`src/rtl/rx_frame_parser_pkg.sv`:
```
// -----------------------------------------------------------------------------
// rx_frame_parser_pkg
//   Shared definitions for the UART receive frame parser:
//     - parser state encoding
//     - default start-of-frame marker
//     - byte-time based default for the inter-byte timeout
//   No ports (package).
// -----------------------------------------------------------------------------
package rx_frame_parser_pkg;

  typedef enum logic [2:0] {
    ST_HUNT = 3'd0,
    ST_CMD  = 3'd1,
    ST_LEN  = 3'd2,
    ST_PAY  = 3'd3,
    ST_CHK  = 3'd4,
    ST_SEND = 3'd5
  } state_e;

  localparam logic [7:0] SOF_DEFAULT = 8'hA5;

  // One UART character on the wire: start + 8 data + stop.
  localparam int BITS_PER_BYTE = 10;

  // A sender may pause for this many character times between bytes of one frame.
  localparam int TIMEOUT_BYTES = 4;

  // Idle clocks allowed between bytes inside a frame. The product exceeds
  // 32 bits at typical clock rates, so it is formed in 64-bit arithmetic.
  function automatic int timeout_default(input int clk_mhz, input int baud);
    longint num;
    num = longint'(TIMEOUT_BYTES * BITS_PER_BYTE) * longint'(clk_mhz) * 64'sd1000000;
    return int'(num / longint'(baud));
  endfunction

endpackage

```
`src/rtl/rx_frame_parser_buf.sv`:
```
// -----------------------------------------------------------------------------
// rx_frame_parser_buf
//   Payload holding buffer: DEPTH x DATA_WIDTH register file, one synchronous
//   write port and one asynchronous read port.
// Ports
//   clk      in   clock
//   i_we     in   write enable
//   i_waddr  in   write address
//   i_wdata  in   write data
//   i_raddr  in   read address
//   o_rdata  out  read data (combinational from i_raddr)
// -----------------------------------------------------------------------------
module rx_frame_parser_buf #(
  parameter int DATA_WIDTH = 8,
  parameter int DEPTH      = 16,
  parameter int ADDR_W     = (DEPTH > 1) ? $clog2(DEPTH) : 1
) (
  input  logic                  clk,
  input  logic                  i_we,
  input  logic [ADDR_W-1:0]     i_waddr,
  input  logic [DATA_WIDTH-1:0] i_wdata,
  input  logic [ADDR_W-1:0]     i_raddr,
  output logic [DATA_WIDTH-1:0] o_rdata
);

  logic [DATA_WIDTH-1:0] w_words [DEPTH];

  // Contents are never read before being written within the same frame,
  // so the storage carries no reset.
  genvar gi;
  generate
    for (gi = 0; gi < DEPTH; gi++) begin : g_word
      logic [DATA_WIDTH-1:0] r_word;

      always_ff @(posedge clk) begin
        if (i_we && (i_waddr == ADDR_W'(gi))) begin
          r_word <= i_wdata;
        end
      end

      assign w_words[gi] = r_word;
    end
  endgenerate

  assign o_rdata = w_words[i_raddr];

endmodule

```
`src/rtl/rx_frame_parser.sv`:
```
// -----------------------------------------------------------------------------
// rx_frame_parser
//   Extracts framed commands from the post-FIFO UART receive byte stream.
//   Frame: SOF, CMD, LEN, LEN payload bytes, CHK (XOR of CMD, LEN, payload).
//   Payload is buffered and only released downstream once the checksum passes;
//   bad, oversize or stalled frames are dropped with a one-cycle error pulse.
// Ports
//   clk, rst                     clock, asynchronous active-high reset
//   in_data/in_valid/in_ready    incoming byte stream
//   out_data/out_valid/out_ready payload stream, out_last marks the final byte
//   frame_ok                     pulse: good frame accepted
//   frame_cmd/frame_len          CMD/LEN of the most recent good frame
//   err_chk/err_len/err_timeout  pulses: checksum, oversize LEN, idle timeout
//   busy                         parser is inside a frame or emitting payload
// -----------------------------------------------------------------------------
module rx_frame_parser
  import rx_frame_parser_pkg::*;
#(
  parameter int                    DATA_WIDTH   = 8,
  parameter int                    MAX_LEN      = 16,
  parameter logic [DATA_WIDTH-1:0] SOF_BYTE     = DATA_WIDTH'(SOF_DEFAULT),
  parameter int                    BAUDRATE     = 9600,
  parameter int                    CLK_FREQ_MHZ = 125,
  parameter int                    TIMEOUT_CYC  = timeout_default(CLK_FREQ_MHZ, BAUDRATE)
) (
  input  logic                         clk,
  input  logic                         rst,
  input  logic [DATA_WIDTH-1:0]        in_data,
  input  logic                         in_valid,
  output logic                         in_ready,
  output logic [DATA_WIDTH-1:0]        out_data,
  output logic                         out_valid,
  input  logic                         out_ready,
  output logic                         out_last,
  output logic                         frame_ok,
  output logic [DATA_WIDTH-1:0]        frame_cmd,
  output logic [$clog2(MAX_LEN+1)-1:0] frame_len,
  output logic                         err_chk,
  output logic                         err_len,
  output logic                         err_timeout,
  output logic                         busy
);

  localparam int LEN_W  = $clog2(MAX_LEN + 1);
  localparam int ADDR_W = (MAX_LEN > 1) ? $clog2(MAX_LEN) : 1;
  localparam int TMR_W  = (TIMEOUT_CYC > 2) ? $clog2(TIMEOUT_CYC) : 1;

  localparam logic [DATA_WIDTH-1:0] MAX_LEN_D = DATA_WIDTH'(MAX_LEN);
  localparam logic [TMR_W-1:0]      TMR_LAST  = TMR_W'(TIMEOUT_CYC - 1);

  state_e                r_state;
  state_e                w_state_next;

  logic [DATA_WIDTH-1:0] r_cmd;
  logic [DATA_WIDTH-1:0] r_chk;
  logic [LEN_W-1:0]      r_len;
  logic [LEN_W-1:0]      r_wr_idx;
  logic [LEN_W-1:0]      r_rd_idx;
  logic [TMR_W-1:0]      r_timer;

  logic                  r_frame_ok;
  logic                  r_err_chk;
  logic                  r_err_len;
  logic                  r_err_timeout;
  logic [DATA_WIDTH-1:0] r_frame_cmd;
  logic [LEN_W-1:0]      r_frame_len;

  logic                  w_accept;
  logic                  w_in_frame;
  logic                  w_timeout;
  logic                  w_len_bad;
  logic                  w_pay_last;
  logic                  w_chk_good;
  logic                  w_send_last;
  logic                  w_set_frame_ok;
  logic                  w_set_err_chk;
  logic                  w_set_err_len;
  logic                  w_set_err_to;
  logic                  w_buf_we;
  logic [DATA_WIDTH-1:0] w_buf_rdata;

  // Stall input while payload drains, and during reset.
  assign in_ready    = ~rst & (r_state != ST_SEND);
  assign w_accept    = in_valid & in_ready;

  assign w_in_frame  = (r_state == ST_CMD) || (r_state == ST_LEN) ||
                       (r_state == ST_PAY) || (r_state == ST_CHK);
  // A byte arriving on the expiry cycle wins over the timeout.
  assign w_timeout   = w_in_frame & ~w_accept & (r_timer == TMR_LAST);
  assign w_len_bad   = (in_data > MAX_LEN_D);
  assign w_pay_last  = (r_wr_idx == (r_len - LEN_W'(1)));
  assign w_chk_good  = (in_data == r_chk);
  assign w_send_last = (r_rd_idx == (r_len - LEN_W'(1)));

  // ---------------------------------------------------------------------------
  // FSM: state register
  // ---------------------------------------------------------------------------
  always_ff @(posedge clk or posedge rst) begin
    if (rst) begin
      r_state <= ST_HUNT;
    end else begin
      r_state <= w_state_next;
    end
  end

  // ---------------------------------------------------------------------------
  // FSM: next state and event strobes
  // ---------------------------------------------------------------------------
  always_comb begin
    w_state_next   = r_state;
    w_set_frame_ok = 1'b0;
    w_set_err_chk  = 1'b0;
    w_set_err_len  = 1'b0;
    w_set_err_to   = 1'b0;
    w_buf_we       = 1'b0;

    if (w_timeout) begin
      w_state_next = ST_HUNT;
      w_set_err_to = 1'b1;
    end else begin
      case (r_state)
        ST_HUNT: begin
          if (w_accept && (in_data == SOF_BYTE)) begin
            w_state_next = ST_CMD;
          end
        end
        ST_CMD: begin
          if (w_accept) begin
            w_state_next = ST_LEN;
          end
        end
        ST_LEN: begin
          if (w_accept) begin
            if (w_len_bad) begin
              w_set_err_len = 1'b1;
              w_state_next  = ST_HUNT;
            end else if (in_data == '0) begin
              w_state_next = ST_CHK;
            end else begin
              w_state_next = ST_PAY;
            end
          end
        end
        ST_PAY: begin
          // SOF_BYTE is ordinary payload here.
          if (w_accept) begin
            w_buf_we = 1'b1;
            if (w_pay_last) begin
              w_state_next = ST_CHK;
            end
          end
        end
        ST_CHK: begin
          if (w_accept) begin
            if (w_chk_good) begin
              w_set_frame_ok = 1'b1;
              w_state_next   = (r_len == '0) ? ST_HUNT : ST_SEND;
            end else begin
              w_set_err_chk = 1'b1;
              w_state_next  = ST_HUNT;
            end
          end
        end
        ST_SEND: begin
          if (out_ready && w_send_last) begin
            w_state_next = ST_HUNT;
          end
        end
        default: begin
          w_state_next = ST_HUNT;
        end
      endcase
    end
  end

  // ---------------------------------------------------------------------------
  // Datapath: header capture, checksum, indices, timer, status pulses
  // ---------------------------------------------------------------------------
  always_ff @(posedge clk or posedge rst) begin
    if (rst) begin
      r_cmd         <= '0;
      r_chk         <= '0;
      r_len         <= '0;
      r_wr_idx      <= '0;
      r_rd_idx      <= '0;
      r_timer       <= '0;
      r_frame_ok    <= 1'b0;
      r_err_chk     <= 1'b0;
      r_err_len     <= 1'b0;
      r_err_timeout <= 1'b0;
      r_frame_cmd   <= '0;
      r_frame_len   <= '0;
    end else begin
      r_frame_ok    <= w_set_frame_ok;
      r_err_chk     <= w_set_err_chk;
      r_err_len     <= w_set_err_len;
      r_err_timeout <= w_set_err_to;

      if (w_set_frame_ok) begin
        r_frame_cmd <= r_cmd;
        r_frame_len <= r_len;
      end

      if (w_accept) begin
        case (r_state)
          ST_CMD: begin
            r_cmd <= in_data;
            r_chk <= in_data;
          end
          ST_LEN: begin
            if (!w_len_bad) begin
              r_len    <= in_data[LEN_W-1:0];
              r_chk    <= r_chk ^ in_data;
              r_wr_idx <= '0;
            end
          end
          ST_PAY: begin
            r_chk    <= r_chk ^ in_data;
            r_wr_idx <= r_wr_idx + LEN_W'(1);
          end
          default: begin
          end
        endcase
      end

      if ((r_state == ST_CHK) && w_accept) begin
        r_rd_idx <= '0;
      end else if ((r_state == ST_SEND) && out_ready) begin
        r_rd_idx <= r_rd_idx + LEN_W'(1);
      end

      // Timer runs only while waiting for the next byte of a frame.
      if (w_in_frame && !w_accept && !w_timeout) begin
        r_timer <= r_timer + TMR_W'(1);
      end else begin
        r_timer <= '0;
      end
    end
  end

  rx_frame_parser_buf #(
    .DATA_WIDTH (DATA_WIDTH),
    .DEPTH      (MAX_LEN),
    .ADDR_W     (ADDR_W)
  ) u_buf (
    .clk     (clk),
    .i_we    (w_buf_we),
    .i_waddr (r_wr_idx[ADDR_W-1:0]),
    .i_wdata (in_data),
    .i_raddr (r_rd_idx[ADDR_W-1:0]),
    .o_rdata (w_buf_rdata)
  );

  // Payload outputs derive from state and read index only, so they hold
  // steady while the consumer stalls.
  assign out_valid   = (r_state == ST_SEND);
  assign out_data    = w_buf_rdata;
  assign out_last    = out_valid & w_send_last;

  assign frame_ok    = r_frame_ok;
  assign frame_cmd   = r_frame_cmd;
  assign frame_len   = r_frame_len;
  assign err_chk     = r_err_chk;
  assign err_len     = r_err_len;
  assign err_timeout = r_err_timeout;
  assign busy        = (r_state != ST_HUNT);

endmodule
```
`config.mk`:
```
export PLATFORM = sky130hd
export DESIGN_NAME = rx_frame_parser
export DESIGN_NICKNAME = d
export VERILOG_FILES = /design/src/rtl/rx_frame_parser_pkg.sv /design/src/rtl/rx_frame_parser_buf.sv /design/src/rtl/rx_frame_parser.sv
export SDC_FILE = /design/constraint.sdc
export NUM_CORES = 1
export LEC_CHECK = 0
export CORE_MARGIN = 10
export CORE_UTILIZATION = 55
export DETAILED_ROUTE_END_ITERATION = 10
export PLACE_DENSITY = 0.74
export RECOVER_POWER = 50
export SYNTH_ARGS = -nofsm -noshare
export SYNTH_HDL_FRONTEND = slang
export SYNTH_SLANG_ARGS = --single-unit
```
`constraint.sdc`:
```
create_clock -name clk -period 2.4 [get_ports clk]
set_input_delay 0.24 -clock clk [delete_from_list [all_inputs] [get_ports clk]]
set_output_delay 0.24 -clock clk [all_outputs]
set_load 0.02 [all_outputs]
```
Yosys cells after proc, flatten, opt, wreduce, memory -nomap -nowiden. Index checks and enable logic that the tools add are counted. W data, S select, Z words.

Bits in registers: 198. Latch bits: 0. Bits in writable memories: 0. ROM bits: 0. Input port bits: 12. Output and inout bits: 29. Word-level logic and storage cells: 158. Memories kept: 0.

$add $sub $neg: 4. Multiply operators: 0. Div/mod/pow operators: 0. Order comparisons: 2. Equality and inequality tests: 34. Shift operators: 0. Muxes and demuxes: 39. Bitwise gates (word level): 10. Reduce and logical (&&, ||, !) cells: 40.

Operator list (count): $mux W3 (12); $bmux W8 S4 (1); $eq A4 B4 Y1 const B (8); $mux W8 (3); $pmux W8 S3 (1); $logic_and A1 B1 Y1 (22); $ne A3 B3 Y1 const B (7); $add A19 B1 Y19 const B (1); $eq A19 B19 Y1 const B (1); $mux W19 (1); $pmux W3 S6 (1); $eq A4 B3 Y1 const B (4); $mux W1 (16); $mux W5 (3); $add A5 B1 Y5 const B (2); $eq A5 B5 Y1 (2); $pmux W5 S2 (1); $reduce_and A3 Y1 (3); $eq A4 B2 Y1 const B (2); $eq A8 B8 Y1 (1); $eq A8 B8 Y1 const B (1); $gt A8 B5 Y1 const B (1); $logic_not A8 Y1 (1); $xor A8 B8 Y8 (1); other kinds (20) (33).

Longest topological paths before layout. Gate-level depths: netlist of run 1.

Depth after elaboration: 9. Mapped depth: 9. Depth with buffers taken out: 8.

Cells and area by module. Synthesis of run 1 repeated with hierarchy kept, for this count alone.

Cell total of the unflattened synthesis: 573. Area, all modules: 8620.8 µm².

Modules (own cells, without submodules): rx_frame_parser_buf (instances 1, cells each 221, area an instance 4987.3 µm², sequential area each 3843.7 µm²); rx_frame_parser (instances 1, cells each 352, area an instance 3633.5 µm², sequential area each 1751.7 µm²).

Least setup slack after synthesis of run 1. No wires, ideal clock.

Kind: input to register. Start point: in rst. End point: reg r_state[2]. Arrival: 3.172 ns. Required time: 2.313 ns. Setup slack: -0.859 ns. Stages: 6. Path through: inv_1 > nand2_1 > nor4_1 > a31oi_1 > or3_1 > a211oi_2.

Cells in the longest elaborated chain, start to end: 8. Elaborated cells between the ends (all ways): 16. Classes of those cells: 7 x eq/ne; 1 x mux; 6 x bitwise; 2 x reduce/logical.

RTL lines: from (decl) (line rx_frame_parser.sv:27) `input logic rst,`; $not A1 Y1 (*) (line rx_frame_parser.sv:83) `assign in_ready = ~rst & (r_state != ST_SEND);`; $and A1 B1 Y1 (*) (line rx_frame_parser.sv:83); $and A1 B1 Y1 (*) (line rx_frame_parser.sv:84) `assign w_accept = in_valid & in_ready;`; $not A1 Y1 (line rx_frame_parser.sv:89) `assign w_timeout = w_in_frame & ~w_accept & (r_timer == TMR_LAST);`; $and A1 B1 Y1 (2 in series) (line rx_frame_parser.sv:89); $ne A3 B3 Y1 (no source line) / $ne A3 B1 Y1 (equally long branches); $reduce_and A7 Y1 (no source line); to (signal assigned) (line rx_frame_parser.sv:102) `r_state <= w_state_next;`; to (decl) (line rx_frame_parser.sv:51) `state_e r_state;`.

Every way passes the cells marked *; elsewhere a longest branch is shown, timed or not. A chain may end at the register's enable or synchronous reset.

Worst setup path in the final report of run 1.
Start point: reg r_rd_idx[0]. End point: out out_data[3].

Cells in the longest elaborated chain, start to end: 4.

RTL lines: from (decl) (line rx_frame_parser.sv:58) `logic [LEN_W-1:0] r_rd_idx;`; from (signal assigned) (line rx_frame_parser.sv:229) `r_rd_idx <= r_rd_idx + LEN_W'(1);`; $not A4 Y5 (implied by the code) (line rx_frame_parser_buf.sv:45) `assign o_rdata = w_words[i_raddr];`; $bmux W8 S4 (line rx_frame_parser_buf.sv:45); $mux W8 (implied by the code) (2 in series) (line rx_frame_parser_buf.sv:45); to (decl) (line rx_frame_parser.sv:31) `output logic [DATA_WIDTH-1:0] out_data,`.

No other way between the ends. The select of a mux whose other input is x is not followed.

==> reports/qor.yml, run 1 <==
cp_max_fo: 4
achievable-frequency_ghz: 0.383
worst_clock_skew_on_the_final_layout_ns: 0.0109
globalplace.congestion: 0.851
largest_net_degree_at_the_start_of_global_routing: 71
synth.avg_cell_area_um2: 15.2
cell_chain_critical_path: "buf_12 -> buf_8 -> buf_8 -> mux4_2 -> mux4_2 -> buf_6"
cts.sinks: 198
synth_edf_count: 128
synth_area_leaders: "edfxtp_1, dfrtp_1, mux4_2"
critical_path.startpoint_type: "flip-flop"
drc_errors: 0
cts_root_buf: "clkbuf_16"
io_pins: 41
period_share_pct: 109
power_frac_seq_pct: 41.2
synthesis.yosys.warnings: 0
synth_async_sr_flop_share_pct: 35.4
longest_clk_path_bufs: 2
core_region_area_um2: 15300
p_sw_uw: 3200
critPathMaxStageDelay_ns: 0.50
max-slew-margin-rel_pct: -15.0
final.min_clock_period_ns: 2.61
worstMarginPinSlew_ns: 1.73
finalCoreUtilization_pct: 67.9
violations: "capacitance limit, slew limit, setup timing"
die_w_um: 145
worst_skew_pair_latency_ns: 0.44
synth_fp_nets: 583
proportion_of_synthesized_chip_area_in_sequential_cells_pct: 65.2
static-leakage-power_uw: 0.00383
fp-row-count: 45
largest_area_contributor_in_the_synthesized_netlist: "edfxtp_1"
synth_largest_type_area_fraction_pct: 44.8
crit_path_start: "r_rd_idx[0]$_DFFE_PP0P_"
layout-area-overhead-vs-synth_pct: 20.8
syn-cell-area_um2: 8580
tritoncts: "yes"
nature_of_the_critical_path_endpoint: "output port"
globalRoute.totalOverflow: 0
maxCapViolations: 1
initial_core_util_pct: 56.2
avgViaCountPerCell: 5.92
final-setup-viol-count: 13
worstPathRequired_ns: 2.16
fp.dieArea_um2: 21000
cts_buf_count: 17
cp_num_buf_inv: 4
setup_slack_ns: -0.211
synth_seq_cells: 198
final_nets: 680
cts-htree-levels: 4
met1_routed_wirelength_after_detailed_routing_um: 7360
maxUsedRoutingLayer: "met4"
timing.critical_path.max_delay_family: "multiplexers"
layout-drive-gt1-share_pct: 26.7
cts_hold_repair.buffers: 0
postRouteAntennaNets: 0
antenna_cells_inserted: 0
wire_per_inst_um: 21.9
clkPwrFrac_pct: 27.0
clk_transition_reported_paths_ns: 0.07
synth_ff_type: "edfxtp_1"
finalWirelength_um: 19300
timing.hold.worst.start: "r_timer[0]$_DFF_PP0_"
detail_route.iter0.violations: 461
initial_antenna_violation_count: 0
crit_arrival_ns: 2.37
worst_r2r_startpoint: "r_len[0]$_DFFE_PP0P_"
total_grt_usage_pct: 19.4
drt_pass1_iterations: 5
first_global_vias: 5299
layout_filler_cell_count: 1007
die_span_in_y_um: 145
power_density_nw_per_um2: 997
netlist-cell-type-count: 53
fin_hold_ws_ns: 0.499
setup_repair_after_global_routing_missed_its_margin: "yes"
outcome: "complete, but fails checks"
critical_path_cell_with_the_highest_stage_delay: "mux4_2"
timing.final.hold_violations: 0
global_route_wire_length_before_repair_um: 30000
cell_internal_pwr_uw: 7130
vdd_drop_max_mv: 0.508
syn-instance-count: 563
hpwl_um: 12300
timing_max_transition_violations_final: 71
stdcell_area_um2: 10400
met2WireLength_um: 10100
min_path_type: "flip-flop to flip-flop"
critPathKind: "flip-flop to output port"
io_buffer_count: 40
placedInstanceArea_um2: 9590
pre_cts_slack_ns: -0.151
wl_met3_um: 1060
p_comb_share_pct: 31.9
swShare_pct: 31.0
detailroute.via_count: 5230
cell usage after synthesis, types with 2 or more instances:
cell type / instances
nor2b_1: 4
clkbuf_2: 2
nand4_1: 10
edfxtp_1: 128
nor2_1: 50
and3_1: 7
nor3b_2: 2
nand2_1: 33
a211oi_1: 2
xnor2_1: 29
o211ai_1: 7
or3_1: 6
nor3_1: 11
buf_2: 12
o21ai_0: 13
a31oi_1: 3
nor4_1: 4
a21oi_1: 13
clkbuf_1: 12
xor2_1: 15
and4_1: 5
buf_4: 2
ha_1: 8
dfrtp_1: 70
nand3_1: 9
inv_1: 13
buf_6: 3
nand2b_1: 3
mux2i_1: 3
mux4_2: 40
mux2_2: 22
worst paths after layout:
path / end / slack (ns) / cells past startpoint
worst max-delay path: out_data[3] / -0.21 / 6
worst min-delay path: r_timer[0]$_DFF_PP0_ / 0.50 / 1
worst max register to register: r_state[1]$_DFFE_PP0P_ / 0.06 / 10
worst min register to register: r_timer[0]$_DFF_PP0_ / 0.50 / 1
max in group asynchronous: r_rd_idx[0]$_DFFE_PP0P_ / 0.31 / 3
min in group asynchronous: frame_len[2]$_DFFE_PP0P_ / 0.97 / 3
metal layers:
| metal | global-route usage, % | up-vias |
|---|---|---|
| met1 | 22.7 | 2662 |
| met4 | 9.31 | 0 |
| met3 | 4.14 | 60 |
| li1 | - | 2326 |
| met5 | 0 | - |
| met2 | 33.3 | 182 |
per-stage QoR:
stage	instances	power, uW	TNS, ns
5_1_grt	884	10800	-3.86
4_1_cts	881	10400	-1.50
3_5_place_dp	838	7190	-0.702
3_3_place_gp	838	7080	-0.277
6_report	884	10300	-1.42
2_1_floorplan	563	6240	0
sequential cells by signal (all words and copies together) (netlist names), 5 cells and up:
| signal | count |
|---|---|
| u_buf.g_word.r_word | 128 |
| r_timer | 19 |
| frame_cmd | 8 |
| r_chk | 8 |
| r_cmd | 8 |
| frame_len | 5 |
| r_len | 5 |
| r_rd_idx | 5 |
| r_wr_idx | 5 |
cells by family (layout without fill, tap and decap cells):
kind of cell / after synthesis / in the layout / synth area share, %
flip-flops: 198 / 198 / 65.2
multiplexers: 66 / 66 / 13.9
buffers and inverters: 45 / 155 / 2.52
adder cells (fa/ha/maj): 8 / 8 / 1.17
XOR/XNOR: 44 / 44 / 4.49
AND/OR/NAND/NOR: 153 / 153 / 9.10
AO/OA/AOI/OAI: 49 / 49 / 3.63
power by group through the flow:
| stage | logic (uW) | registers [uW] | clock network, uW |
|---|---|---|---|
| floorplan | 2070 | 4170 | 0 |
| detailed placement | 2870 | 4320 | 0 |
| CTS | 3320 | 4240 | 2820 |
| finish | 3290 | 4260 | 2790 |
| global route | 3550 | 4300 | 2950 |
| global placement | 2780 | 4300 | 0 |
placed cells by master, fill, tap and decap left out, drive strengths merged, types with 5 or more instances in the layout:
| cell | Yosys | routed |
|---|---|---|
| clkbuf | 14 | 27 |
| a21oi | 14 | 14 |
| nor4 | 5 | 5 |
| xor2 | 15 | 15 |
| clkdlybuf4s50 | 0 | 22 |
| or3 | 6 | 6 |
| nor2 | 50 | 50 |
| and4 | 5 | 5 |
| o211ai | 7 | 7 |
| dlygate4sd3 | 0 | 9 |
| mux4 | 40 | 40 |
| mux2 | 23 | 23 |
| dfrtp | 70 | 70 |
| nand2 | 33 | 33 |
| buf | 18 | 69 |
| clkinv | 0 | 6 |
| inv | 13 | 19 |
| ha | 8 | 8 |
| and3 | 7 | 7 |
| nand4 | 10 | 10 |
| xnor2 | 29 | 29 |
| edfxtp | 128 | 128 |
| o21ai | 13 | 13 |
| nand3 | 9 | 9 |
| nor3 | 13 | 13 |
final cells by class:
cell class | instances | area, um^2 | area share [%]
Sequential cell | 198 | 5600 | 54.0
Multi-Input combinational cell | 320 | 2800 | 27.0
Clock inverter | 15 | 160 | 1.55
Inverter | 13 | 52.6 | 0.507
Tap cell | 211 | 264 | 2.55
Timing Repair Buffer | 110 | 1070 | 10.3
Clock buffer | 17 | 425 | 4.11
repair_timing:
| item | CTS | global route |
|---|---|---|
| cloned | 3 | 0 |
| resized for setup | 62 | 8 |
| pin swaps | 0 | 4 |
| endpoints found under the setup margin | 11 | 11 |
| setup buffers | 8 | 6 |
No activity file was read; power rests on OpenSTA's default activity.
==> run 2: changes to the inputs <==
--- a/config.mk
+++ b/config.mk
@@ -5,6 +5,7 @@
 export SDC_FILE = /design/constraint.sdc
 export NUM_CORES = 1
 export LEC_CHECK = 0
+export ABC_AREA = 1
 export CORE_MARGIN = 10
 export CORE_UTILIZATION = 55
 export DETAILED_ROUTE_END_ITERATION = 10
==> constraint.sdc (replaced) <==
create_clock -name clk -period 3.1 [get_ports clk]
set_input_delay 0.31 -clock clk [delete_from_list [all_inputs] [get_ports clk]]
set_output_delay 0.31 -clock clk [all_outputs]
set_load 0.02 [all_outputs]
==> reports/qor.yml, run 2 <==
cts_buf_count: 17
detail_route.iter0.violations: 659
setup_repair_after_global_routing_missed_its_margin: "no"
synth_largest_type_area_fraction_pct: 43.5
globalplace.congestion: 0.911
initial_antenna_violation_count: 0
layout-area-overhead-vs-synth_pct: 15.6
maxCapViolations: 1
syn-instance-count: 836
achievable-frequency_ghz: 0.345
synth_seq_cells: 198
synth_edf_count: 128
die_span_in_y_um: 147
reg_with_most_ffs: "u_buf.g_word.r_word"
proportion_of_synthesized_chip_area_in_sequential_cells_pct: 63.4
min_path_type: "flip-flop to flip-flop"
worst_clock_skew_on_the_final_layout_ns: 0.0110
number_of_flip_flops_in_the_largest_register: 128
final.min_clock_period_ns: 2.89
detailroute.via_count: 6380
total_grt_usage_pct: 19.2
drc_errors: 0
setup_slack_ns: 0.205
avgViaCountPerCell: 5.63
global_route_wire_length_before_repair_um: 32600
synthesis.yosys.warnings: 0
power_density_nw_per_um2: 748
antenna_cells_inserted: 0
cts_root_buf: "clkbuf_16"
fp.dieArea_um2: 21500
cts.sinks: 198
fin_hold_ws_ns: 0.472
worstMarginPinSlew_ns: 1.74
max-slew-margin-rel_pct: -15.9
synthMostInstantiatedCell: "nand2_1"
finalCoreUtilization_pct: 64.5
longest_clk_path_bufs: 2
critPathKind: "flip-flop to output port"
placed_cells: 1101
cts-htree-levels: 4
timing.final.hold_violations: 0
outcome: "complete, but fails checks"
fin_tns_setup_ns: 0
tritoncts: "yes"
largest_area_contributor_in_the_synthesized_netlist: "edfxtp_1"
final_common_cell: "nand2_1"
layout-drive-gt1-share_pct: 9.92
finalWirelength_um: 20300
largest_net_degree_at_the_start_of_global_routing: 71
clk_transition_reported_paths_ns: 0.08
wire_per_inst_um: 17.9
synth_area_leaders: "edfxtp_1, dfrtp_1, nand2_1"
hpwl_um: 13500
critical_path.startpoint_type: "flip-flop"
netlist-cell-type-count: 43
initial_core_util_pct: 55.8
timing_max_transition_violations_final: 71
die_w_um: 147
violations: "capacitance limit, slew limit"
final-setup-viol-count: 0
synth_fp_nets: 856
worstPathRequired_ns: 2.79
postRouteAntennaNets: 0
largestRegisters: "u_buf.g_word.r_word (128), r_timer (19)"
vdd_drop_max_mv: 0.480
worst_skew_pair_latency_ns: 0.45
timing.reg2reg.setup_slack_ns: 0.78
static-leakage-power_uw: 0.00397
synth_async_sr_flop_share_pct: 35.4
synth_commonest_cells: "nand2_1, nor2_1, edfxtp_1, dfrtp_1"
globalRoute.totalOverflow: 0
core_region_area_um2: 15800
synth.avg_cell_area_um2: 10.6
period_share_pct: 93.4
syn-cell-area_um2: 8830
pre_cts_slack_ns: 0.546
first_global_vias: 6068
layout_common_cells: "nand2_1, nor2_1, edfxtp_1"
final_nets: 924
drt_pass1_iterations: 5
stdcell_count: 1133
fp-row-count: 46
nature_of_the_critical_path_endpoint: "output port"
crit_arrival_ns: 2.58
cp_max_fo: 68
io_pins: 41
io_buffer_count: 40
synth_ff_type: "edfxtp_1"
[run 2: cells by family after synthesis]
group                      after synthesis  synth area share [%]
adders and majority gates                8                  1.13
DFF                                    198                  63.4
and+or+nand+nor                        388                  19.2
xor gates and xnor gates                16                  1.59
buffers and inverters                   92                  4.22
AOI/OAI and AO/OA                      119                  8.73
muxes                                   15                  1.72
[run 2: area by class of cell]
| type | count | area (um^2) |
|---|---|---|
| Fill cell | 1274 | 5620 |
| Sequential cell | 198 | 5600 |
| Multi-Input combinational cell | 546 | 2850 |
| Timing Repair Buffer | 76 | 663 |
| Clock buffer | 17 | 425 |
| Tap cell | 216 | 270 |
| Inverter | 65 | 255 |
| Clock inverter | 15 | 144 |
[run 2: path summary, 6_finish.rpt]
check | from | end | cells after the start
hold reg to reg | frame_cmd[2]$_DFFE_PP0P_ | frame_cmd[2]$_DFFE_PP0P_ | 2
min in group asynchronous | rst | frame_ok$_DFF_PP0_ | 3
setup reg to reg | r_state[2]$_DFFE_PP0P_ | u_buf.g_word[8].r_word[0]$_DFFE_PP_ | 8
hold / removal | frame_cmd[2]$_DFFE_PP0P_ | frame_cmd[2]$_DFFE_PP0P_ | 2
max in group asynchronous | rst | r_rd_idx[1]$_DFFE_PP0P_ | 3
setup / recovery | r_rd_idx[0]$_DFFE_PP0P_ | out_data[1] | 6
[run 2: per-layer routing]
metal  part of all wire (%)  vias to the layer above  track usage, %  wire length, um
li1                       -                     3031               -                -
met1                     43                     3120            25.9             8810
met2                     48                      200            30.2             9750
met3                    6.6                       29            4.79             1350
met4                    1.8                        0            5.51              357
met5                      0                        -               0                0
[run 2: power by group]
part | switching [uW] | internal [uW]
logic | 1440 | 841
clock network | 1050 | 1060
registers | 226 | 3010
total | 2720 | 4910
[run 2: worst max-delay path, cell delays in order, from the launching register on]
cell	delay, ns
dfrtp_2	0.41
buf_12	0.30
nor2_1	0.09
o32ai_1	0.40
nand2_1	0.13
nand3_1	0.15
clkdlybuf4s50_1	0.62
[run 2: timing repair]
action | CTS | global route
resized for setup | 0 | 4
setup endpoints to repair | 0 | 9
hold buffers | 0 | 0
setup buffers | 0 | 0
[run 2: metrics by stage]
stage          cell area, um^2  total power, uW
5_1_grt                  10200             8070
3_5_place_dp              9690             5560
2_1_floorplan             8830             4750
4_1_cts                  10300             7660
3_3_place_gp              9690             5510
6_report                 10200             7630
==> run 3: changes to the inputs <==
==> constraint.sdc (replaced) <==
create_clock -name clk -period 3.1 [get_ports clk]
set_input_delay 0.465 -clock clk [delete_from_list [all_inputs] [get_ports clk]]
set_output_delay 0.465 -clock clk [all_outputs]
set_load 0.02 [all_outputs]
==> reports/qor.yml, run 3 (synthesized netlist as in run 2, its figures left out) <==
outcome: "complete, but fails checks"
violations: "capacitance limit, slew limit"
cts.sinks: 198
setup_repair_after_global_routing_missed_its_margin: "no"
cts_root_buf: "clkbuf_16"
static-leakage-power_uw: 0.00399
fp.dieArea_um2: 21500
detail_route.iter0.violations: 577
nature_of_the_critical_path_endpoint: "output port"
final-setup-viol-count: 0
layout-area-overhead-vs-synth_pct: 16.3
core_region_area_um2: 15800
number_of_flip_flops_in_the_largest_register: 128
critical_path_cell_with_the_highest_stage_delay: "clkdlybuf4s50_1"
worst_skew_pair_latency_ns: 0.44
period_share_pct: 95.4
worstPathRequired_ns: 2.63
io_buffer_count: 40
postRouteAntennaNets: 0
antenna_cells_inserted: 0
die_w_um: 147
globalplace.congestion: 0.902
cp_num_buf_inv: 3
vdd_drop_max_mv: 0.493
drc_errors: 0
total_grt_usage_pct: 19.1
timing.critical_path.max_delay_family: "buffers and inverters"
timing.final.hold_violations: 0
detailroute.via_count: 6288
initial_core_util_pct: 55.8
worst_clock_skew_on_the_final_layout_ns: 0.0109
power_density_nw_per_um2: 754
critPathMaxStageDelay_ns: 0.61
io_pins: 41
layout_filler_cell_count: 1254
max-slew-margin-rel_pct: -15.0
timing_max_transition_violations_final: 71
globalRoute.totalOverflow: 0
critical_path.startpoint_type: "flip-flop"
avgViaCountPerCell: 5.53
final_common_cell: "nand2_1"
wire_per_inst_um: 17.6
achievable-frequency_ghz: 0.338
crit_arrival_ns: 2.49
drt_pass1_iterations: 7
first_global_vias: 6234
cell_chain_critical_path: "clkinv_1 -> buf_12 -> nor2_1 -> o32ai_1 -> nand2_1 -> nand3_1 -> clkdlybuf4s50_1"
longest_clk_path_bufs: 2
maxCapViolations: 1
cp_max_fo: 30
finalWirelength_um: 20000
initial_antenna_violation_count: 0
cts-htree-levels: 4
clk_transition_reported_paths_ns: 0.08
fin_tns_setup_ns: 0
layout-drive-gt1-share_pct: 10.3
final-seq-area_um2: 5600
final.min_clock_period_ns: 2.96
tritoncts: "yes"
largestRegisters: "u_buf.g_word.r_word (128), r_timer (19)"
cts_buf_count: 17
largest_net_degree_at_the_start_of_global_routing: 71
die_span_in_y_um: 147
layout_common_cells: "nand2_1, nor2_1, edfxtp_1"
reg_with_most_ffs: "u_buf.g_word.r_word"
global_route_wire_length_before_repair_um: 32500
fp-row-count: 46
min_path_type: "flip-flop to flip-flop"
multiInputGateArea_um2: 2850
fin_hold_ws_ns: 0.477
finalCoreUtilization_pct: 64.8
worstMarginPinSlew_ns: 1.72
hpwl_um: 13400
critPathKind: "flip-flop to output port"
final_nets: 929
## run 3: cell count changes in the layout (fill, tap and decap cells not counted), sizes merged
cell	change
clkinvlp	-5
clkinv	+1
clkdlybuf4s50	+7
bufinv	+1
dlygate4sd3	-7
inv	+3
buf	+5
## run 3: path summary, 6_finish.rpt
| path | from | endpoint | slack [ns] | cells past startpoint |
|---|---|---|---|---|
| max | r_rd_idx[0]$_DFFE_PP0P_ | out_data[2] | 0.14 | 7 |
| min | frame_cmd[7]$_DFFE_PP0P_ | frame_cmd[7]$_DFFE_PP0P_ | 0.48 | 2 |
| max reg2reg | r_state[2]$_DFFE_PP0P_ | u_buf.g_word[0].r_word[7]$_DFFE_PP_ | 0.76 | 8 |
| min reg2reg | frame_cmd[7]$_DFFE_PP0P_ | frame_cmd[7]$_DFFE_PP0P_ | 0.48 | 2 |
| max in group asynchronous | rst | r_rd_idx[1]$_DFFE_PP0P_ | 0.83 | 3 |
| min in group asynchronous | rst | frame_ok$_DFF_PP0_ | 1.14 | 3 |
## run 3: stage by stage
step                      setup slack [ns]  instances  total power (uW)  instance area, um^2
final                                0.142       1138              7740                10300
after global routing               0.00597       1138              8170                10300
after CTS                           0.0152       1136              7750                10300
after detailed placement             0.448       1104              5570                 9710
after global placement               0.527       1104              5540                 9710
after floorplan                      0.357        836              4750                 8830
## run 3: final cells by class
class,instances,share of cell area [%]
inverters,65,2.45
clock buffers,17,4.14
multi-input cells,546,27.7
repair buffers,81,6.90
clock inverters,15,1.58
well taps,216,2.63
flip-flops and latches,198,54.6
## run 3: worst min-delay path, delay by kind of cell, from the launching register on
kind | cells | cell delay, ns
DFF | 1 | 0.35
and+or+nand+nor | 2 | 0.09
## run 3: metal layers
| layer | up-vias | global-route usage, % | part of all wire [%] |
|---|---|---|---|
| met3 | 33 | 4.23 | 6.1 |
| met1 | 3019 | 24.4 | 44 |
| met5 | - | 0 | 0 |
| li1 | 3045 | - | - |
| met2 | 191 | 31.0 | 48 |
| met4 | 0 | 7.06 | 1.9 |
## run 3: report_power, final
part / internal, uW / switching, uW
clock: 1150 / 1050
sequential: 3010 / 225
combinational: 869 / 1440
## run 3: repair_timing
item | in CTS | in global routing
setup buffers | 0 | 2
endpoints found under the setup margin | 0 | 7
resized for setup | 0 | 6
hold buffers | 0 | 0
==> RTL change 1: new RTL, config.mk and constraints of run 3 <==
Make the reset (`rst`) synchronous in 2 clocked blocks. Comments in the files are not updated.
--- a/src/rtl/rx_frame_parser.sv
+++ b/src/rtl/rx_frame_parser.sv
@@ -95,7 +95,7 @@
   // ---------------------------------------------------------------------------
   // FSM: state register
   // ---------------------------------------------------------------------------
-  always_ff @(posedge clk or posedge rst) begin
+  always_ff @(posedge clk) begin
     if (rst) begin
       r_state <= ST_HUNT;
     end else begin
@@ -176,7 +176,7 @@
   // ---------------------------------------------------------------------------
   // Datapath: header capture, checksum, indices, timer, status pulses
   // ---------------------------------------------------------------------------
-  always_ff @(posedge clk or posedge rst) begin
+  always_ff @(posedge clk) begin
     if (rst) begin
       r_cmd         <= '0;
       r_chk         <= '0;
Behaviour: differs if rst is asserted again (counterexample within 4 cycles, from zero or initial values and one cycle with rst high); with rst held inactive, the same outputs for 4 cycles.
==> RTL change 1 against run 3 <==
Synthesized area decreased by 3.6%; setup slack improved by 9.9 ps; first-iteration DRC count decreased by 17%; count of clock-buffer cells in the layout increased by 3; sequential cell count unchanged; design area decreased by 4.2%; routed wire length decreased by 2.2%; via count increased by 0.70%; synthesized cell count increased by 2.8%; non-clock buffer count decreased by 5; critical path type unchanged.
Power is not compared: it rests on default switching activity, and its combinational part moved more than twofold at a synthesized area within 25%.
==> RTL change 1: results (changes against run 3) <==
worst_setup_path:
  worstPathMaxFanout: 65  # was 30
  rr_startpoint: "r_state[1]"  # was r_state[2]
  r2r_slack_ps: 590  # was 760 ps
  r2r_end: "r_chk[2]"  # was u_buf.g_word[0].r_word[7]
  ff2ff_path_depth: 9  # was 8
cts:
  cts_made_buffers: 17  # unchanged
  worstSkewPairLatency_ps: 440  # about the same
  clockRootBuffer: "clkbuf_16"  # unchanged
  postCtsSetupRepairBufs: 0  # unchanged
  path_clk_slew_ps: 70
  cts_resized: 0  # unchanged
  clockBufferDepth: 2  # unchanged
synth:
  synth.area.top_cells: "edfxtp_1 (45%), dfxtp_1 (16%), nor2_1 (7.2%), o21ai_0 (5.4%), nand2_1 (4.8%)"  # was edfxtp_1 (44%), dfrtp_1 (20%), nand2_1 (6.8%), nor2_1 (5.7%), o21ai_0 (3.0%)
  synth_compound_area_share_pct: 11.8  # was 8.73%
  synthMuxAreaShare_pct: 0  # was 1.72%
  yosysSeqAreaShare_pct: 61.6  # was 63.4%
  async_flop_share_pct: 0  # was 35.4%
  synth_xor_xnor_area_share_pct: 2.26  # was 1.59%
  synth_edf_count: 128  # unchanged
  yosysUniqueCellTypes: 41  # was 43
  synth_warnings: 0  # unchanged
  netlist_top_cells_count: "nor2_1 (164), edfxtp_1 (128), nand2_1 (109)"  # was nand2_1 (160), nor2_1 (135), edfxtp_1 (128)
  synthesis.nets: 879  # was 856
  synth_fa_ha_area_share_pct: 1.18  # was 1.13%
grt:
  grt_max_degree: 66  # was 71
  grt_pass1_vias: 5989  # was 6234
  grt_util_all_layers_pct: 19.4  # was 19.1%
  grt_pass1_wl_um: 31300  # was 32500 um
placement:
  port_buffers: 40  # unchanged
  hpwl_um: 13000  # was 13400 um
  gp_congestion: 0.885  # was 0.902
hold_path:
  hold_path.class: "register to register"  # unchanged
  min_to: "r_timer[13]"  # was frame_cmd[7]
  min-delay-start: "r_timer[13]"  # was frame_cmd[7]
  min_path_cells: 2  # unchanged
cells_and_area:
  drive_gt1_share_pct: 8.99  # was 10.3%
  nets: 941  # was 929
route:
  dr.pass1.iters: 5  # was 7
  routed_wl_um: 19600  # was 20000 um
  vias: 6332  # was 6288
  drt_iter0_markers: 479  # was 577
sta:
  slew_violations: 0  # was 71
  slew_headroom_pct: 46.8  # was -15.0%
  skew_ps: 11.5  # was 10.9 ps
outcome:
  status: "finished, final reports clean"  # was finished, violations left
pwr:
  power_frac_seq_pct: 50.7
-- RTL change 1: cell families after synthesis --
family | after synthesis
flops | 198
xor+xnor | 22
fa+ha+maj | 8
buf+inv | 96
compound gates | 175
simple gates | 360
-- RTL change 1: power by group through the flow --
| stage | logic [uW] | clock network, uW | registers, uW |
|---|---|---|---|
| after global routing | 703 | 2330 | 2910 |
| after detailed placement | 644 | 0 | 2970 |
| after global placement | 637 | 0 | 2970 |
| after CTS | 649 | 2220 | 2910 |
| final | 626 | 2200 | 2910 |
| after floorplan | 441 | 0 | 2960 |
-- RTL change 1: worst max-delay path, stage by stage (launching register included) --
cell and delay [ps]:
dfxtp_2 410, clkinv_1 130, buf_12 210, o21ai_0 180, o22ai_1 90, o211ai_1 290, nand3_1 160, clkdlybuf4s50_1 570
-- RTL change 1: worst max path at each step --
| stage | startpoint | end | slack (ps) |
|---|---|---|---|
| after global routing | r_rd_idx[1] | out_data[1] | 40 |
| after floorplan | r_len[0] | out_last | 1180 |
| final | r_rd_idx[0] | out_data[7] | 150 |
| after detailed placement | in_data[7] | r_len[2] | 410 |
| after global placement | in_data[7] | r_len[2] | 430 |
| after CTS | r_len[0] | out_last | 40 |
-- RTL change 1: area by class of cell --
type | count | area (um2)
well taps | 188 | 235
fillers | 1197 | 5370
inverters | 63 | 236
clock buffers | 20 | 500
multi-input cells | 565 | 2860
repair buffers | 76 | 661
flip-flops and latches | 198 | 5250
clock inverters | 12 | 103
-- RTL change 1: metal layers --
| metal | global-route usage [%] | vias up | share of wire, % |
|---|---|---|---|
| met2 | 30.4 | 201 | 46 |
| met1 | 25.5 | 2990 | 45 |
| li1 | - | 3110 | - |
| met5 | 0 | - | 0 |
| met4 | 7.07 | 0 | 2.1 |
| met3 | 5.08 | 31 | 6.5 |
-- RTL change 1: through the flow --
stage	hold slack (ps)	std cells	instance area [um2]	total power, uW	worst slack (ps)
CTS	462	1122	9900	5780	43.7
global placement	444	1090	9300	3600	435
finish	462	1122	9840	5730	152
global route	495	1122	9840	5950	43.0
detailed placement	449	1090	9300	3610	408
floorplan	430	859	8510	3400	1180
==> RTL change 2: new RTL, settings of run 3 <==
Made on the original files. The parameter `CLK_FREQ_MHZ` goes from 125 to 250.
--- a/src/rtl/rx_frame_parser.sv
+++ b/src/rtl/rx_frame_parser.sv
@@ -20,7 +20,7 @@
   parameter int                    MAX_LEN      = 16,
   parameter logic [DATA_WIDTH-1:0] SOF_BYTE     = DATA_WIDTH'(SOF_DEFAULT),
   parameter int                    BAUDRATE     = 9600,
-  parameter int                    CLK_FREQ_MHZ = 125,
+  parameter int                    CLK_FREQ_MHZ = 250,
   parameter int                    TIMEOUT_CYC  = timeout_default(CLK_FREQ_MHZ, BAUDRATE)
 ) (
   input  logic                         clk,
Check against the original RTL: same outputs for any inputs over 4 cycles, from zero or initial values and one cycle with rst high; that may be too few to reach the edited logic, so the function may still have changed.
==> RTL change 2 against run 3 <==
The run still ends with capacitance limit, slew limit left; design area fell by 0.80%; routed wire length rose by 2.0%; largest power group unchanged; total power increased by 2.4%; count of clock-buffer cells in the layout increased by 1; via count increased by 2.1%; setup slack lost 23 ps; synthesized cell count fell by 1.1%; sequential cell count is 1 higher; synthesized area shrank 0.40%.
==> RTL change 2: results (changes against run 3) <==
outcome:
  status: "finished, violations left"  # unchanged
  violations: "capacitance limit, slew limit"  # unchanged
worst_setup_path:
  r2r_end: "u_buf.g_word[5].r_word[0]"  # was u_buf.g_word[0].r_word[7]
  r2r_slack_ps: 300  # was 760 ps
  crit_arrival_ps: 2520  # was 2490 ps
cells_and_area:
  nets: 909  # was 929
  drive_gt1_share_pct: 8.20  # was 10.3%
  reg_top3: "u_buf.g_word.r_word: 128 flops, r_timer: 20 flops"  # was u_buf.g_word.r_word: 128 flops, r_timer: 19 flops
grt:
  grt_util_all_layers_pct: 19.3  # was 19.1%
  grt_max_degree: 72  # was 71
  grt_pass1_wl_um: 32700  # was 32500 um
  met3_usage_pct: 4.26  # was 4.23%
placement:
  dp.cells: 1086  # was 1104
  pre_cts_slack_ps: 375  # was 448 ps
  placed_cell_area_um2: 9580  # was 9710 um2
synth:
  synthMuxAreaShare_pct: 1.61  # was 1.72%
  synth_fa_ha_area_share_pct: 1.14  # was 1.13%
  synthesis.nets: 847  # was 856
  netlist_top_cells_count: "nand2_1 (149), nor2_1 (133), edfxtp_1 (128)"  # was nand2_1 (160), nor2_1 (135), edfxtp_1 (128)
  synth.area.top_cells: "edfxtp_1 (44%), dfrtp_1 (20%), nand2_1 (6.4%), nor2_1 (5.7%), o21ai_0 (3.9%)"  # was edfxtp_1 (44%), dfrtp_1 (20%), nand2_1 (6.8%), nor2_1 (5.7%), o21ai_0 (3.0%)
  synth_xor_xnor_area_share_pct: 1.69  # was 1.59%
  syn_area_per_cell_um2: 10.6  # about the same
route:
  met1_length_um: 8590  # was 8740 um
  routed_wl_um: 20400  # was 20000 um
  wl_per_cell_um: 18.3  # was 17.6 um
  dr.pass1.iters: 5  # was 7
  drt_iter0_markers: 594  # was 577
sta:
  whs_ps: 472  # was 477 ps
  slew_headroom_pct: -18.5  # was -15.0%
  slew_violations: 72  # was 71
pwr:
  finalPower_uw: 7930  # was 7740 uW
  p_sw_uw: 2630  # was 2720 uW
job:
  cap_viol_max_count: 1  # unchanged
-- RTL change 2: cell types whose count changed after synthesis, moves of 5 or more --
cell / before / now
o21ai_0: 53 / 69
nand2_1: 160 / 149
nand3_1: 42 / 49
nor3_2: 7 / 2
nor3b_1: 5 / 0
o211ai_1: 8 / 3
-- RTL change 2: timing repair --
action | 4_1_cts | 5_1_grt
endpoints found under the setup margin | 6 | 6
gates resized for setup | 1 | 7
buffers inserted | 0 | 0
endpoints found under the hold margin | 0 | 0
-- RTL change 2: cells by family after synthesis --
| family | Yosys count |
|---|---|
| simple gates | 368 |
| fa+ha+maj | 8 |
| compound gates | 134 |
| mux | 14 |
| flops | 199 |
| buf+inv | 87 |
| xor+xnor | 17 |
-- RTL change 2: final cells by class --
class,instances,area (um2)
Clock buffer,18,429
Tap cell,216,270
Timing Repair Buffer,72,642
Clock inverter,14,215
Multi-Input combinational cell,541,2780
Fill cell,1227,5590
Sequential cell,199,5620
Inverter,58,224
